$ cat src/rtl/cpu_trace_pkg.sv
// Shared types for the CPU retirement trace buffer: FSM states, capture modes,
// trace entry layout and the capture-selection helper.
package cpu_trace_pkg;

   localparam int unsigned TRACE_XLEN = 32;

   localparam logic [1:0] MODE_OFF    = 2'd0;
   localparam logic [1:0] MODE_ALL    = 2'd1;
   localparam logic [1:0] MODE_STORES = 2'd2;

   typedef enum logic [1:0] {
      ST_IDLE = 2'd0,
      ST_RUN  = 2'd1,
      ST_PASS = 2'd2,
      ST_FAIL = 2'd3
   } trace_state_t;

   typedef struct packed {
      logic [TRACE_XLEN-1:0] pc;
      logic [TRACE_XLEN-1:0] instr;
      logic [TRACE_XLEN-1:0] adr;
      logic [TRACE_XLEN-1:0] wdata;
      logic                  memwrite;
   } trace_entry_t;

   // Mode 3 (and MODE_OFF) select nothing.
   function automatic logic mode_selects(input logic [1:0] m, input logic mw);
      return (m == MODE_ALL) || ((m == MODE_STORES) && mw);
   endfunction

endpackage

$ cat src/rtl/trace_fifo.sv
// Circular trace FIFO with overwrite-on-full and a registered head entry
// that holds its last value when the FIFO drains.
module trace_fifo
   import cpu_trace_pkg::*;
#(
   parameter int unsigned DEPTH   = 16,
   parameter type         entry_t = trace_entry_t
) (
   input  logic                     clk,
   input  logic                     reset,
   input  logic                     flush,
   input  logic                     push,
   input  entry_t                   din,
   input  logic                     rd_ready,
   output logic                     rd_valid,
   output entry_t                   rd_data,
   output logic [$clog2(DEPTH):0]   count,
   output logic                     overflow
);

   localparam int unsigned PW = $clog2(DEPTH);
   localparam int unsigned CW = PW + 1;

   entry_t          mem [DEPTH];
   logic [PW-1:0]   wptr, rptr, wptr_n, rptr_n;
   logic [CW-1:0]   count_n;
   logic            pop, full, drop, wr_en;
   entry_t          head_n;

   always_comb begin
      pop     = rd_valid & rd_ready;
      full    = (count == CW'(DEPTH));
      wr_en   = push & ~flush;
      drop    = wr_en & full & ~pop;
      wptr_n  = wr_en ? wptr + PW'(1) : wptr;
      rptr_n  = (pop | drop) ? rptr + PW'(1) : rptr;
      count_n = count;
      if (wr_en && !pop && !full)
         count_n = count + CW'(1);
      else if (pop && !wr_en)
         count_n = count - CW'(1);
      // The entry being written this cycle becomes the head when it lands at the new read pointer.
      head_n  = (wr_en && (rptr_n == wptr)) ? din : mem[rptr_n];
   end

   always_ff @(posedge clk) begin
      if (wr_en)
         mem[wptr] <= din;
   end

   always_ff @(posedge clk or negedge reset) begin
      if (!reset) begin
         wptr     <= '0;
         rptr     <= '0;
         count    <= '0;
         rd_valid <= 1'b0;
         rd_data  <= '0;
         overflow <= 1'b0;
      end else if (flush) begin
         wptr     <= '0;
         rptr     <= '0;
         count    <= '0;
         rd_valid <= 1'b0;
         overflow <= 1'b0;
      end else begin
         wptr     <= wptr_n;
         rptr     <= rptr_n;
         count    <= count_n;
         rd_valid <= (count_n != '0);
         if (count_n != '0)
            rd_data <= head_n;
         if (drop)
            overflow <= 1'b1;
      end
   end

endmodule

$ cat src/rtl/cpu_trace_buffer.sv
// CPU retirement trace buffer: run/pass/fail supervisor with a cycle budget,
// mode-filtered capture of retired samples into a readable circular FIFO.
module cpu_trace_buffer
   import cpu_trace_pkg::*;
#(
   parameter int unsigned      XLEN      = 32,
   parameter int unsigned      DEPTH     = 16,
   parameter logic [XLEN-1:0]  PASS_ADR  = XLEN'(32'h64),
   parameter logic [XLEN-1:0]  PASS_DATA = XLEN'(32'h7),
   parameter int unsigned      TIMEOUT   = 1024
) (
   input  logic                     clk,
   input  logic                     reset,
   input  logic                     start,
   input  logic                     clear,
   input  logic [1:0]               mode,
   input  logic                     trace_valid,
   input  logic [XLEN-1:0]          PC,
   input  logic [XLEN-1:0]          Instr,
   input  logic [XLEN-1:0]          DataAdr,
   input  logic [XLEN-1:0]          WriteData,
   input  logic                     MemWrite,
   output logic                     rd_valid,
   input  logic                     rd_ready,
   output logic [XLEN-1:0]          rd_pc,
   output logic [XLEN-1:0]          rd_instr,
   output logic [XLEN-1:0]          rd_adr,
   output logic [XLEN-1:0]          rd_wdata,
   output logic                     rd_memwrite,
   output logic [$clog2(DEPTH):0]   count,
   output logic                     overflow,
   output logic                     done,
   output logic                     pass,
   output logic [31:0]              cycles
);

   typedef struct packed {
      logic [XLEN-1:0] pc;
      logic [XLEN-1:0] instr;
      logic [XLEN-1:0] adr;
      logic [XLEN-1:0] wdata;
      logic            memwrite;
   } entry_t;

   trace_state_t state, state_n;
   logic [31:0]  cycles_n;
   logic         capture, hit_adr;
   entry_t       din, rd_data;

   // Next state, cycle budget and capture decision; clear overrides everything.
   always_comb begin
      state_n  = state;
      cycles_n = cycles;
      capture  = 1'b0;
      hit_adr  = trace_valid & MemWrite & (DataAdr == PASS_ADR);
      if (clear) begin
         state_n  = ST_IDLE;
         cycles_n = '0;
      end else begin
         case (state)
            ST_IDLE: begin
               if (start) begin
                  state_n  = ST_RUN;
                  cycles_n = '0;
               end
            end
            ST_RUN: begin
               capture = trace_valid & mode_selects(mode, MemWrite);
               if (cycles != '1)
                  cycles_n = cycles + 32'd1;
               if (hit_adr && (WriteData == PASS_DATA))
                  state_n = ST_PASS;
               else if (hit_adr || (cycles_n == 32'(TIMEOUT)))
                  state_n = ST_FAIL;
            end
            default: ;
         endcase
      end
   end

   always_ff @(posedge clk or negedge reset) begin
      if (!reset) begin
         state  <= ST_IDLE;
         cycles <= '0;
         done   <= 1'b0;
         pass   <= 1'b0;
      end else begin
         state  <= state_n;
         cycles <= cycles_n;
         done   <= (state_n == ST_PASS) || (state_n == ST_FAIL);
         pass   <= (state_n == ST_PASS);
      end
   end

   assign din = '{pc: PC, instr: Instr, adr: DataAdr, wdata: WriteData, memwrite: MemWrite};

   trace_fifo #(
      .DEPTH   (DEPTH),
      .entry_t (entry_t)
   ) u_fifo (
      .clk      (clk),
      .reset    (reset),
      .flush    (clear),
      .push     (capture),
      .din      (din),
      .rd_ready (rd_ready),
      .rd_valid (rd_valid),
      .rd_data  (rd_data),
      .count    (count),
      .overflow (overflow)
   );

   assign rd_pc       = rd_data.pc;
   assign rd_instr    = rd_data.instr;
   assign rd_adr      = rd_data.adr;
   assign rd_wdata    = rd_data.wdata;
   assign rd_memwrite = rd_data.memwrite;

endmodule

$ cat config.mk
export PLATFORM = sky130hd
export DESIGN_NAME = cpu_trace_buffer
export DESIGN_NICKNAME = d
export VERILOG_FILES = /design/src/rtl/cpu_trace_pkg.sv /design/src/rtl/trace_fifo.sv /design/src/rtl/cpu_trace_buffer.sv
export SDC_FILE = /design/constraint.sdc
export NUM_CORES = 2
export LEC_CHECK = 0
export ABC_AREA = 1
export BUFFER_PORTS_ARGS = -buffer_cell sky130_fd_sc_hd__buf_2
export CORE_MARGIN = 4
export CORE_UTILIZATION = 54
export CTS_BUF_LIST = sky130_fd_sc_hd__clkbuf_8
export DETAILED_ROUTE_END_ITERATION = 7
export PLACE_DENSITY = 0.71
export SYNTH_ARGS = -nofsm -noshare
export SYNTH_HDL_FRONTEND = slang
export SYNTH_SLANG_ARGS = --single-unit
$ cat constraint.sdc
create_clock -name clk -period 13.7 [get_ports clk]
set_input_delay 3.425 -clock clk [delete_from_list [all_inputs] [get_ports clk]]
set_output_delay 3.425 -clock clk [all_outputs]
set_load 0.02 [all_outputs]
==> run_results.csv <==
group,metric,value,unit
logic_synthesis,yosysWarnings,0,
clock_network,clk_latency,1060,ps
grt,grt_util_all_layers,29.89,%
clock_network,numCtsBuffers,373,
logic_synthesis,yosys-top-cells-area,"edfxtp_1 65%, nand3_1 13%, nand2_1 7.6%",
sta,rsz0062_at_grt,"no",
sta,max_freq,116.2,MHz
clock_network,cts_root_buf,"clkbuf_8",
grt,grt_pass1_vias,66920,
sta,setup_viol,0,
floorplanning,die_y,428.7,microns
logic_synthesis,synth_top_area_cell,"edfxtp_1",
clock_network,hold_buffers,0,
sta,finalHoldViolations,0,
route,drt-vias-per-instance,6.118,
logic_synthesis,synth_edf_count,2064,
floorplanning,num_io_pins,307,
flow_run,cap_violations,0,
logic_synthesis,synthFlopType,"edfxtp_1",
worst_setup_path,criticalPathCategory,"in2reg",
worst_setup_path,cp_top_family,"simple AND/OR/NAND/NOR gates",
sta,finClkSkew,88.26,ps
pwr,p_leak,0.04048,uW
clock_network,clkSlewWorstSetupHoldPaths,50,ps
route,drt_iter0_drc,9777,
logic_synthesis,async_reset_ff_share,8.021,%
route,ant_nets,0,
final_layout,final_nets,8921,
placed_design,finalWeightedCongestion,0.8720,
placed_design,post_dp_cell_area,0.09845,sq mm
grt,grt_pass1_wl,419700,microns
route,wl,282900,microns
logic_synthesis,synth_seq_cells,2244,
worst_setup_path,reg2reg_slack,7280,ps
worst_setup_path,path_cells,"buf_2, a21o_1, nand2_4, nor2_8, nand2_4, nand2_4, nand2_8, nand2_8, nand2_1, inv_1, nor2_4, buf_4, nand3_4, buf_4, o21ai_0, inv_1, nand2_1, nand2_1",
sta,period_minus_slack,8605,ps
worst_setup_path,critPathLaunchType,"primary input",
clock_network,cts_tree,"built",
sta,fin_setup_tns,0,ps
placed_design,port_buffers,306,
logic_synthesis,ys_types,36,
final_layout,postLayoutCoreUtil,59.82,%
sta,post-route-period-util,62.81,%
pwr,vdd_drop_max,0.0001072,V
placed_design,hpwl,133600,microns
logic_synthesis,synth_top_area_share,64.85,%
route,vias,69950,
pwr,powerDensity,156.4,mW/mm^2
final_layout,area_growth,10.22,%
worst_setup_path,worstPathMaxFanout,164,
grt,grt_max_degree,220,
min_path,hold_path_class,"reg2reg",
logic_synthesis,netlist_area,0.09558,sq mm
logic_synthesis,seq_area_frac_synth,69.56,%
route,firstDrtPassIters,8,
floorplanning,core,0.1761,sq mm
grt,grt_overflow,0,
worst_setup_path,cp_num_buf_inv,5,
worst_setup_path,cp-end-kind,"register",
logic_synthesis,yosys-top-cells-count,"2548 x nand3_1, 2064 x edfxtp_1, 1934 x nand2_1",
route,wl_per_cell,24.75,microns
status,status,"completed",
grt,antenna_found_initial,42,
worst_setup_path,worstPathRequired,14620,ps
logic_synthesis,synth.most_common_cell,"nand3_1",
sta,tightest_slew,1400,ps
clock_network,clock-sinks,2244,
floorplanning,die-width,428.7,microns
clock_network,clock_tree.htree_level_count,5,
clock_network,postCtsResizedCells,0,
logic_synthesis,syn_inst,8609,
floorplanning,start_util,54.27,%
worst_setup_path,cp_slowest_cell,"nand3_4",
floorplanning,rows,154,
final_layout,final_area,0.1054,sq mm
sta,report.final.slew_viol_count,0,
worst_setup_path,max_stage_delay,890,ps
route,drc,0,
clock_network,postCtsSetupRepairBufs,0,
clock_network,clockBufferDepth,4,
floorplanning,dieArea,0.1838,sq mm
final_layout,drive_gt1_share,10.24,%
sta,slew-limit-headroom,6.165,%
logic_synthesis,avgSynthCellArea,11.10,sq um
worst_setup_path,arrival,9520,ps
logic_synthesis,synth_nets,8754,
## through the flow
step	setup slack [ps]	hold WS, ps	total power, uW	std cells
global route	4859	502.1	17160	11410
finish	5095	477.0	16480	11430
detailed placement	4300	468.3	11080	10740
floorplan	226.6	507.1	9970	8609
global placement	4356	464.1	11020	10740
CTS	5399	484.5	16510	11400
## worst min-delay path, stage by stage, from the launching register on
cell     delay (ps)
dfrtp_1         340
nand2_1          50
nand2_1          50
## path summary, 6_finish.rpt
check / cells after the start / from / endpoint
setup / recovery: 18 / MemWrite / u_fifo.rd_data[26]
hold / removal: 2 / u_fifo.rd_data[8] / u_fifo.rd_data[8]
setup reg to reg: 18 / u_fifo.count[0] / u_fifo.rd_data[26]
hold reg to reg: 2 / u_fifo.rd_data[8] / u_fifo.rd_data[8]
max in group asynchronous: 2 / reset / u_fifo.rd_data[113]
min in group asynchronous: 1 / reset / u_fifo.rd_data[54]
## power by group
group | switching (uW) | internal [uW]
Clock | 2660 | 2840
Combinational | 2220 | 858
Sequential | 225 | 7680
Total | 5110 | 11400
## per-layer routing
layer  routed length, microns  GRT usage, %  share of wire, %
met5                      213             0             0.075
met4                    10640         12.25               3.8
met3                    34790         7.474                12
met2                   129200         46.17                46
met1                   108100         40.86                38
## cell families (layout without fill, tap and decap cells)
logic type	after synthesis	after routing	synth area share (%)
buffers and inverters	1101	1555	4.803
xor gates and xnor gates	15	15	0.1375
DFF	2244	2244	69.56
AOI/OAI and AO/OA	212	212	1.199
other	0	30	0
and+or+nand+nor	5029	5029	24.20
adders and majority gates	8	8	0.1047
## flip-flops by register name, indices dropped and copies added, names as in the netlist
register / count
state: 2
pass: 1
u_fifo.mem: 2064
cycles: 32
u_fifo.wptr: 4
u_fifo.rptr: 4
done: 1
u_fifo.rd_valid: 1
u_fifo.overflow: 1
u_fifo.rd_data: 129
u_fifo.count: 5
## cell usage in the layout (no fill, tap or decap), types with 27 or more instances in the layout
cell	count
nand3_1	2547
a21oi_1	107
clkbuf_8	411
nand4_1	108
edfxtp_1	2064
inv_1	603
buf_2	305
clkinv_2	44
nand2_1	1931
o211ai_1	27
diode_2	30
dfrtp_1	180
nand3b_1	178
o21ai_0	53
buf_4	97
nor2_1	219
clkinv_1	62
## final cells by class
class / instances / area, sq um
Antenna cell: 30 / 75.07
Clock buffer: 411 / 5657
Clock inverter: 251 / 1166
Fill cell: 14060 / 70760
Inverter: 477 / 1813
Multi-Input combinational cell: 5264 / 24700
Sequential cell: 2244 / 66480
Tap cell: 2340 / 2928
Timing Repair Buffer: 416 / 2530
Note: power is estimated with default switching activity, not from simulation.
